--- config.mk ---
export PLATFORM = sky130hd
export DESIGN_NAME = fifo_btn_ctrl
export DESIGN_NICKNAME = d
export VERILOG_FILES = /design/src/rtl/fifo_btn_ctrl.sv
export SDC_FILE = /design/constraint.sdc
export NUM_CORES = 1
export LEC_CHECK = 0
export CAP_MARGIN = 20
export CORE_UTILIZATION = 40
export CTS_BUF_LIST = sky130_fd_sc_hd__clkbuf_2
export DETAILED_ROUTE_END_ITERATION = 6
export SETUP_SLACK_MARGIN = 0.4
export SLEW_MARGIN = 20
export SYNTH_ARGS = -nofsm -noshare
export SYNTH_HDL_FRONTEND = slang
export SYNTH_SLANG_ARGS = --single-unit
--- constraint.sdc ---
create_clock -name i_Clk -period 2.3 [get_ports i_Clk]
set_clock_uncertainty 0.15 [all_clocks]
set_input_delay 0.69 -clock i_Clk [delete_from_list [all_inputs] [get_ports i_Clk]]
set_output_delay 0.69 -clock i_Clk [all_outputs]
set_load 0.05 [all_outputs]
--- src/rtl/fifo_btn_ctrl.sv ---
// fifo_btn_ctrl: turns a bouncing push-button and a read/write switch into
// single-cycle write/read strobes for an 8x16 FIFO.
//
// Ports:
//   i_Clk, i_Reset         clock, asynchronous active-high reset
//   i_Btn_Raw              raw "next" button (asynchronous, bouncing)
//   i_Switch_Rd_Wr         raw mode switch, 1 = write, 0 = read
//   i_FIFO_Full/Empty      FIFO status flags, sampled in the issue cycle
//   i_Err_Clr              synchronous clear of the sticky error flags
//   o_Wr_En, o_Rd_En       single-cycle strobes to the FIFO
//   o_Count                tracked occupancy, saturating at 0 and DEPTH
//   o_Overflow_Err         sticky: write attempted while full
//   o_Underflow_Err        sticky: read attempted while empty
//   o_Busy                 high from press acceptance until debounced release
//
// Optional feature: define FIFO_BTN_CTRL_HOLD_REPEAT_EN to auto-repeat the
// latched operation every REPEAT_CYCLES cycles while the button stays held.
module fifo_btn_ctrl #(
   parameter int unsigned DEBOUNCE_CYCLES = 250000,
   parameter int unsigned DEPTH           = 16,
   parameter int unsigned COUNT_W         = 5,
   parameter int unsigned REPEAT_CYCLES   = 5000000
) (
   input  logic               i_Clk,
   input  logic               i_Reset,
   input  logic               i_Btn_Raw,
   input  logic               i_Switch_Rd_Wr,
   input  logic               i_FIFO_Full,
   input  logic               i_FIFO_Empty,
   input  logic               i_Err_Clr,
   output logic               o_Wr_En,
   output logic               o_Rd_En,
   output logic [COUNT_W-1:0] o_Count,
   output logic               o_Overflow_Err,
   output logic               o_Underflow_Err,
   output logic               o_Busy
);

   localparam int unsigned DbW = $clog2(DEBOUNCE_CYCLES);

   typedef enum logic [1:0] {StIdle, StIssue, StHold} state_e;

   logic               btn_meta_q, btn_sync_q;
   logic               sw_meta_q, sw_sync_q;
   logic [DbW-1:0]     db_cnt_q;
   logic               btn_db_q;
   state_e             state_q;
   logic               mode_q;
   logic               busy_q;
   logic               ovf_q, udf_q;
   logic [COUNT_W-1:0] count_q;
   logic               wr_go, rd_go;

`ifdef FIFO_BTN_CTRL_HOLD_REPEAT_EN
   localparam int unsigned RptW = $clog2(REPEAT_CYCLES);
   logic [RptW-1:0] rpt_cnt_q;
`else
   logic unused_repeat;
   assign unused_repeat = ^REPEAT_CYCLES;
`endif

   // Two-flop synchronizers for the asynchronous board inputs.
   always_ff @(posedge i_Clk or posedge i_Reset) begin
      if (i_Reset) begin
         btn_meta_q <= 1'b0;
         btn_sync_q <= 1'b0;
         sw_meta_q  <= 1'b0;
         sw_sync_q  <= 1'b0;
      end else begin
         btn_meta_q <= i_Btn_Raw;
         btn_sync_q <= btn_meta_q;
         sw_meta_q  <= i_Switch_Rd_Wr;
         sw_sync_q  <= sw_meta_q;
      end
   end

   // Debounce: the level only follows the synced button after it has
   // disagreed for DEBOUNCE_CYCLES consecutive cycles.
   always_ff @(posedge i_Clk or posedge i_Reset) begin
      if (i_Reset) begin
         db_cnt_q <= '0;
         btn_db_q <= 1'b0;
      end else if (btn_sync_q == btn_db_q) begin
         db_cnt_q <= '0;
      end else if (db_cnt_q == DbW'(DEBOUNCE_CYCLES - 1)) begin
         btn_db_q <= ~btn_db_q;
         db_cnt_q <= '0;
      end else begin
         db_cnt_q <= db_cnt_q + 1'b1;
      end
   end

   // Strobes decode the issue state directly so full/empty are judged in the
   // issue cycle itself rather than one cycle early.
   assign wr_go = (state_q == StIssue) &&  mode_q && !i_FIFO_Full;
   assign rd_go = (state_q == StIssue) && !mode_q && !i_FIFO_Empty;

   always_ff @(posedge i_Clk or posedge i_Reset) begin
      if (i_Reset) begin
         state_q   <= StIdle;
         mode_q    <= 1'b0;
         busy_q    <= 1'b0;
         ovf_q     <= 1'b0;
         udf_q     <= 1'b0;
         count_q   <= '0;
`ifdef FIFO_BTN_CTRL_HOLD_REPEAT_EN
         rpt_cnt_q <= '0;
`endif
      end else begin
         // Clear first so a same-cycle set below takes priority.
         if (i_Err_Clr) begin
            ovf_q <= 1'b0;
            udf_q <= 1'b0;
         end
         if (state_q == StIssue) begin
            if (mode_q && i_FIFO_Full) ovf_q <= 1'b1;
            if (!mode_q && i_FIFO_Empty) udf_q <= 1'b1;
         end

         if (wr_go && (count_q != COUNT_W'(DEPTH))) begin
            count_q <= count_q + 1'b1;
         end else if (rd_go && (count_q != '0)) begin
            count_q <= count_q - 1'b1;
         end

         unique case (state_q)
            StIdle: begin
               // Level can only be high here on a fresh rising edge.
               if (btn_db_q) begin
                  state_q <= StIssue;
                  mode_q  <= sw_sync_q;
                  busy_q  <= 1'b1;
               end
            end
            StIssue: begin
               state_q <= StHold;
`ifdef FIFO_BTN_CTRL_HOLD_REPEAT_EN
               rpt_cnt_q <= '0;
`endif
            end
            StHold: begin
               if (!btn_db_q) begin
                  state_q <= StIdle;
                  busy_q  <= 1'b0;
`ifdef FIFO_BTN_CTRL_HOLD_REPEAT_EN
                  rpt_cnt_q <= '0;
               end else if (rpt_cnt_q == RptW'(REPEAT_CYCLES - 2)) begin
                  // Issue cycle plus REPEAT_CYCLES-1 hold cycles per period.
                  state_q   <= StIssue;
                  rpt_cnt_q <= '0;
               end else begin
                  rpt_cnt_q <= rpt_cnt_q + 1'b1;
`endif
               end
            end
            default: begin
               state_q <= StIdle;
               busy_q  <= 1'b0;
            end
         endcase
      end
   end

   assign o_Wr_En         = wr_go;
   assign o_Rd_En         = rd_go;
   assign o_Count         = count_q;
   assign o_Overflow_Err  = ovf_q;
   assign o_Underflow_Err = udf_q;
   assign o_Busy          = busy_q;

endmodule

==> summary.md, run 1 <==
| Metric | Value |
|---|---|
| Status | `complete, but fails checks` |
| Failing checks | `negative setup slack` |
| Die height | `66.1 um` |
| Initial antenna violation count | `0` |
| # rows | `22` |
| Max-capacitance violation count | `0` |
| Total die area | `between 4000 and 5000 sq um` |
| Die W | `66.1 um` |
| Worst path arrival time | `1690 ps` |
| Crit-path max FO | `2` |
| DP Wirelength | `2330 um` |
| CTS Hold Bufs | `0` |
| Share of cells above drive strength 1 | `53.9%` |
| Max Fclk | `just under 0.4 GHz` |
| Logic pwr share | `6.8%` |
| Critical path class | `flip-flop to output port` |
| DR top layer | `met4` |
| Post-Layout Cell Count | `~270` |
| Pleak | `1.16 nW` |
| NetSw | `273 uW` |
| Post-synthesis sequential area ratio | `51.8%` |
| I/O Pins | `17` |
| Worst VDD drop | `299 uV` |
| Root buf cell | `clkbuf_2` |
| Final Power | `1.10 mW` |
| Number of H-tree levels | `2` |
| Vias in the first global route | `1343` |
| CTS tree | `yes` |
| Vias | `approximately 1400` |
| Nets | `~230` |
| RSZ-0062 raised after global routing | `yes` |
| Seq pwr share | `56.0%` |
| Clock slew at reported path FFs | `between 200 and 250 ps` |
| EDFF count, synth | `0` |
| Fin. Hold Viols | `0` |
| Post-DP Area | `between 2000 and 2500 sq um` |
| CTS sink count | `34` |
| Cells after Synth | `155` |
| Netlist area before placement | `1640 sq um` |
| DR pass1 iterations | `4` |
| PortBufs | `16` |
| Met1 wire length | `1660 um` |
| Total detailed-routing wirelength | `3820 um` |
| Vias per inst | `5.17` |
| Final cycle utilization of the critical path | `110%` |
| Most frequent cells in the layout | `dfrtp_1 (29), buf_4 (28), buf_6 (17)` |
| PnR worst setup slack | `-233 ps` |
| Switching part of the total power | `24.9%` |
| Register bit total from synthesis | `34` |
| Slew HR | `70.5%` |
| Total CTS buffers | `5` |
| Slowest cell delay on critical path | `500 ps` |
| Metal2 WL | `2040 um` |
| Crit-path cells | `buf_6, or4b_4, clkinvlp_4, buf_12` |
| Sum Neg Setup Slack | `-366 ps` |
| Final Wtd Congestion | `about 0.75` |
| DRC | `0` |
| CP Data Required Time | `1460 ps` |
| 1st-iter DRT viols | `42` |
| Cell variety after synth | `36` |
| Initial Utilization | `43.2%` |
| Global Route Usage Sum | `a little under a fifth` |
| CP max-delay cell | `or4b_4` |
| CP Capture Type | `output port` |
| Clk_lat worst skew | `390 ps` |
| Synth async-reset ratio | `100%` |
| CP Launch Type | `flip-flop` |
| Min cycle time layout | `about 2500 ps` |
| Synthesis-to-finish area growth | `61.3%` |
| Post-route ant nets | `0` |
| Core ar. | `3800 sq um` |
| Syn avg cell area | `between 10 and 15 sq um` |
| Most common cell after layout, fill and taps aside | `dfrtp_1` |
| Hold WC Path Type | `flip-flop to flip-flop` |
| Gr ovfl total | `0` |
| Prevailing post-synth register cell | `dfrtp_1` |
| Fin area | `2650 sq um` |
| Clock power frac | `37.2%` |
| Measured slew at the worst slew-check pin | `442 ps` |
| Placed cell count | `between 200 and 250` |
| WL/cell | `14.4 um` |
| Clock buffer depth | `2` |
| Met3 routed WL | `82 um` |
| Synth warn | `0` |
| Setup violators final | `3` |
| First-pass GRT wire length | `5980 um` |
| ANT cells | `0` |
| Internal power | `approximately 820 uW` |
| Slew Limit Fails | `0` |
| Syn Nets | `167` |
| Maximum number of pins on one net before global-route repair | `35` |
| PwrDens | `approximately 410 nW/um^2` |
==> logic make-up (layout without fill, tap and decap cells) <==
| family | count (synthesis) | after routing | share of synthesized area, % |
|---|---|---|---|
| xor+xnor | 13 | 13 | 6.94 |
| buf+inv | 12 | 74 | 2.82 |
| simple gates | 59 | 59 | 19.4 |
| fa+ha+maj | 6 | 6 | 4.88 |
| flops | 34 | 34 | 51.8 |
| mux | 5 | 5 | 3.43 |
| compound gates | 26 | 26 | 10.7 |
==> per-stage QoR <==
stage	setup slack [ps]	utilization, %	hold WS, ps
after floorplan	-201	-	181
after global placement	-524	53.7	184
after detailed placement	-549	53.7	185
after CTS	-250	62.4	217
after global routing	-290	69.7	248
final	-233	69.7	220
==> power groups by stage <==
stage / Clock, mW / Combinational, mW / Sequential (mW)
3_3_place_gp: 0 / 0.0423 / 0.623
6_report: 0.408 / 0.0748 / 0.614
4_1_cts: 0.420 / 0.0565 / 0.613
3_5_place_dp: 0 / 0.0444 / 0.623
5_1_grt: 0.446 / 0.0833 / 0.616
2_1_floorplan: 0 / 0.0232 / 0.622
==> synth_stat cells (all sizes together) (2+ instances only) <==
cell	instances	area, sq um
a21o	4	30.0
a21oi	8	40.0
clkbuf	2	7.51
dfrtp	34	851
ha	4	50.1
inv	9	33.8
mux2	5	56.3
nand2	11	41.3
nand3	8	45.0
nand3b	2	15.0
nor2	13	48.8
nor2b	2	12.5
nor3	3	15.0
nor4	4	25.0
o21ai	6	30.0
o31ai	3	22.5
or3	3	18.8
or4	6	45.0
xnor2	9	78.8
xor2	4	35.0
==> flip-flops by register name, summed over array words and instances, names as in the netlist <==
name / count
o_Underflow_Err: 1
o_Busy: 1
btn_meta_q: 1
o_Overflow_Err: 1
o_Count: 5
db_cnt_q: 18
btn_sync_q: 1
btn_db_q: 1
sw_meta_q: 1
mode_q: 1
sw_sync_q: 1
state_q: 2
==> metal layers <==
metal	vias to the layer above	GRT usage [%]
met5	-	0
met4	0	6.38
met3	4	5.17
met2	14	30.7
met1	688	22.4
li1	665	-
==> cell type report <==
| class | instances | area (sq um) |
|---|---|---|
| timing repair buffer | 57 | 561 |
| tap | 48 | 60.1 |
| inverter | 9 | 37.5 |
| clock inverter | 3 | 45.0 |
| sequential | 34 | 857 |
| multi-input combinational | 109 | 1060 |
| fill | 275 | 1150 |
| clock buffer | 5 | 25.0 |
==> final timing paths <==
check | startpoint | endpoint | slack, ps | depth (start not counted)
setup / recovery | state_q[1] | o_Rd_En | -230 | 4
hold / removal | btn_meta_q | btn_sync_q | 220 | 0
setup reg to reg | state_q[1] | o_Count[4] | -80 | 10
hold reg to reg | btn_meta_q | btn_sync_q | 220 | 0
max in group asynchronous | i_Reset | o_Count[0] | 1140 | 3
min in group asynchronous | i_Reset | o_Overflow_Err | 490 | 3
==> worst max-delay path: cells and delay by family (launching register included) <==
kind	cells	cell delay (ps)
simple gates	1	500
buf+inv	3	360
flops	1	440
==> timing repair <==
item | 4_1_cts | 5_1_grt
setup endpoints to repair | 18 | 21
resized for setup | 34 | 54
pin swaps | 11 | 19
buffers inserted | 17 | 6
gates cloned | 0 | 0
Note: power is estimated with default switching activity, not from simulation.
==> run 2: changes to the inputs <==
--- a/config.mk
+++ b/config.mk
@@ -6,6 +6,7 @@
 export NUM_CORES = 1
 export LEC_CHECK = 0
 export CAP_MARGIN = 20
+export CORE_MARGIN = 2
 export CORE_UTILIZATION = 40
 export CTS_BUF_LIST = sky130_fd_sc_hd__clkbuf_2
 export DETAILED_ROUTE_END_ITERATION = 6
==> summary.md, run 2 (same netlist as run 1, synthesis figures left out) <==
| Metric | Value |
|---|---|
| NetSw | `230 uW (-16%)` |
| Core ar. | `3970 sq um (+4.5%)` |
| Sum Neg Setup Slack | `-161 ps (+205 ps)` |
| CP Capture Type | `output port` |
| I/O Pins | `17 (unchanged)` |
| Total CTS buffers | `5 (unchanged)` |
| Nets | `230 (+0.88%)` |
| Area occupied by multi-input gates | `946 sq um (-11%)` |
| DR pass1 iterations | `4 (unchanged)` |
| # rows | `23 (+4.5%)` |
| Critical Path Start | `i_FIFO_Empty` |
| Fin area | `2510 sq um (-5.2%)` |
| Slew Limit Fails | `0 (unchanged)` |
| WP depth | `4 (unchanged)` |
| Max-capacitance violation count | `0 (unchanged)` |
| Vias per inst | `5.08 (-1.8%)` |
| Hold path depth | `0 (unchanged)` |
| First-pass GRT wire length | `6120 um (+2.4%)` |
| ANT cells | `0 (unchanged)` |
| CTS sink count | `34 (unchanged)` |
| Post-Layout Cell Count | `269 (+1.5%)` |
| Fin. Hold Viols | `0 (unchanged)` |
| Post-route ant nets | `0 (unchanged)` |
| Clock slew at reported path FFs | `170 ps (-40 ps)` |
| Die W | `68.1 um (+3.0%)` |
| CP Launch Type | `primary input` |
| Slew HR | `71.4% (+0.86 points)` |
| Critical path class | `primary input to output port` |
| Die height | `68.1 um (+3.0%)` |
| Final cycle utilization of the critical path | `105% (-5.5 points)` |
| Status | `complete, but fails checks` |
| Logic pwr share | `5.8% (-1.0 points)` |
| Biggest register | `db_cnt_q` |
| CTS Hold Bufs | `0 (unchanged)` |
| Final hold slack | `208 ps (-12.2 ps)` |
| CP Data Required Time | `1460 ps (about the same)` |
| Total detailed-routing wirelength | `3580 um (-6.2%)` |
| 1st-iter DRT viols | `52 (+24%)` |
| R2r endpoint | `o_Count[4]` |
| Seq pwr share | `65.4% (+9.4 points)` |
| DP Wirelength | `2300 um (-1.4%)` |
| Initial Utilization | `41.3% (-1.9 points)` |
| Maximum number of pins on one net before global-route repair | `35 (unchanged)` |
| Clock buffer depth | `2 (unchanged)` |
| Clock power frac | `28.8% (-8.4 points)` |
| Worst VDD drop | `268 uV (-11%)` |
| Final Wtd Congestion | `0.765 (+1.8%)` |
| Min cycle time layout | `2410 ps (-126 ps)` |
| PortBufs | `16 (unchanged)` |
| R2R Setup Slk | `-20 ps (+60 ps)` |
| Worst reg2reg path startpoint | `state_q[1]` |
| Initial antenna violation count | `0 (unchanged)` |
| DRC | `0 (unchanged)` |
| RSZ-0062 raised after global routing | `yes` |
| Critical path endpoint | `o_Rd_En` |
| Measured slew at the worst slew-check pin | `429 ps (-12.9 ps)` |
| Share of cells above drive strength 1 | `47.9% (-6.0 points)` |
| Internal power | `708 uW (-14%)` |
| Clk_lat worst skew | `370 ps (-20 ps)` |
| Vias | `1366 (-0.36%)` |
| Worst path arrival time | `1570 ps (-120 ps)` |
| Slowest cell delay on critical path | `540 ps (+40 ps)` |
| Total die area | `4630 sq um (+6.1%)` |
| Post-DP Area | `2030 sq um (-0.25%)` |
| Global Route Usage Sum | `17.6% (-0.75 points)` |
| Placed cell count | `235 (+0.43%)` |
| Reg area | `858 sq um (+0.15%)` |
| Synthesis-to-finish area growth | `52.8%` |
| Crit-path cells | `buf_6, or4b_4, clkinvlp_4, buf_12` |
| Switching part of the total power | `24.5% (-0.41 points)` |
| Most common cell after layout, fill and taps aside | `buf_4` |
| Failing checks | `negative setup slack` |
| WL/cell | `13.3 um (-7.6%)` |
| Gr ovfl total | `0 (unchanged)` |
| Root buf cell | `clkbuf_2` |
| Number of fill cells | `301 (+9.5%)` |
| Largest register FFs | `18 (unchanged)` |
| Max Fclk | `0.416 GHz (+5.3%)` |
| Crit-path max FO | `2 (unchanged)` |
| Vias in the first global route | `1451 (+8.0%)` |
| Most frequent cells in the layout | `buf_4 (33), dfrtp_1 (28), buf_6 (15), nor2_1 (13)` |
| Final Power | `938 uW (-15%)` |
| Top delay family on crit path | `simple AND/OR/NAND/NOR gates` |
| Number of H-tree levels | `2 (unchanged)` |
| Setup violators final | `2 (-1)` |
| Worst R2R Path Depth | `9 (-1)` |
| Crit path buf inv count | `3 (unchanged)` |
| Hold WC Path Type | `flip-flop to flip-flop` |
| PwrDens | `374 nW/um^2 (-9.8%)` |
| PnR worst setup slack | `-107 ps (+126 ps)` |
| CTS tree | `yes` |
| CP max-delay cell | `or4b_4` |
| Pleak | `1.14 nW (-1.8%)` |
run 2: changes by cell type in the layout (fill, tap and decap cells not counted), sizes merged:
cell	change
clkinv	+2
buf	+3
bufinv	-1
clkdlybuf4s15	-1
clkbuf	+1
clkinvlp	-2
run 2: what timing repair did:
item,CTS,global route
buffers inserted,15,11
pin swaps,10,17
setup endpoints to repair,17,19
gates cloned,0,0
endpoints found under the hold margin,0,0
resized for setup,39,22
run 2: metrics by stage:
stage | setup WS [ps] | utilization (%)
floorplan | -201 | -
global placement | -513 | 51.2
detailed placement | -561 | 51.2
CTS | -119 | 58.7
global route | -182 | 63.2
finish | -107 | 63.2
run 2: worst min-delay path by stage:
| stage | slack (ps) | start | endpoint |
|---|---|---|---|
| 5_1_grt | 240 | sw_meta_q | sw_sync_q |
| 6_report | 210 | btn_meta_q | btn_sync_q |
| 3_3_place_gp | 190 | btn_meta_q | btn_sync_q |
| 3_5_place_dp | 190 | btn_meta_q | btn_sync_q |
| 4_1_cts | 210 | btn_meta_q | btn_sync_q |
| 2_1_floorplan | 180 | btn_meta_q | btn_sync_q |
run 2: area by class of cell:
class	count	share of cell area, %
clock buffers	6	1.20
clock inverters	2	0.349
inverters	9	1.50
multi-input cells	109	37.7
flip-flops and latches	34	34.2
well taps	50	2.49
repair buffers	59	22.5
run 2: power by group through the flow:
stage	Combinational [mW]	Sequential (mW)	Clock [mW]
CTS	0.0520	0.613	0.286
global placement	0.0425	0.623	0
global route	0.0625	0.614	0.314
detailed placement	0.0435	0.623	0
floorplan	0.0232	0.622	0
finish	0.0547	0.613	0.270
run 2: metal layers:
layer / up-vias / global-route usage [%] / wire [um]
li1: 672 / - / -
met1: 670 / 21.6 / 1570
met2: 17 / 29.5 / 1840
met3: 7 / 4.93 / 103
met4: 0 / 6.25 / 64
met5: - / 0 / 0
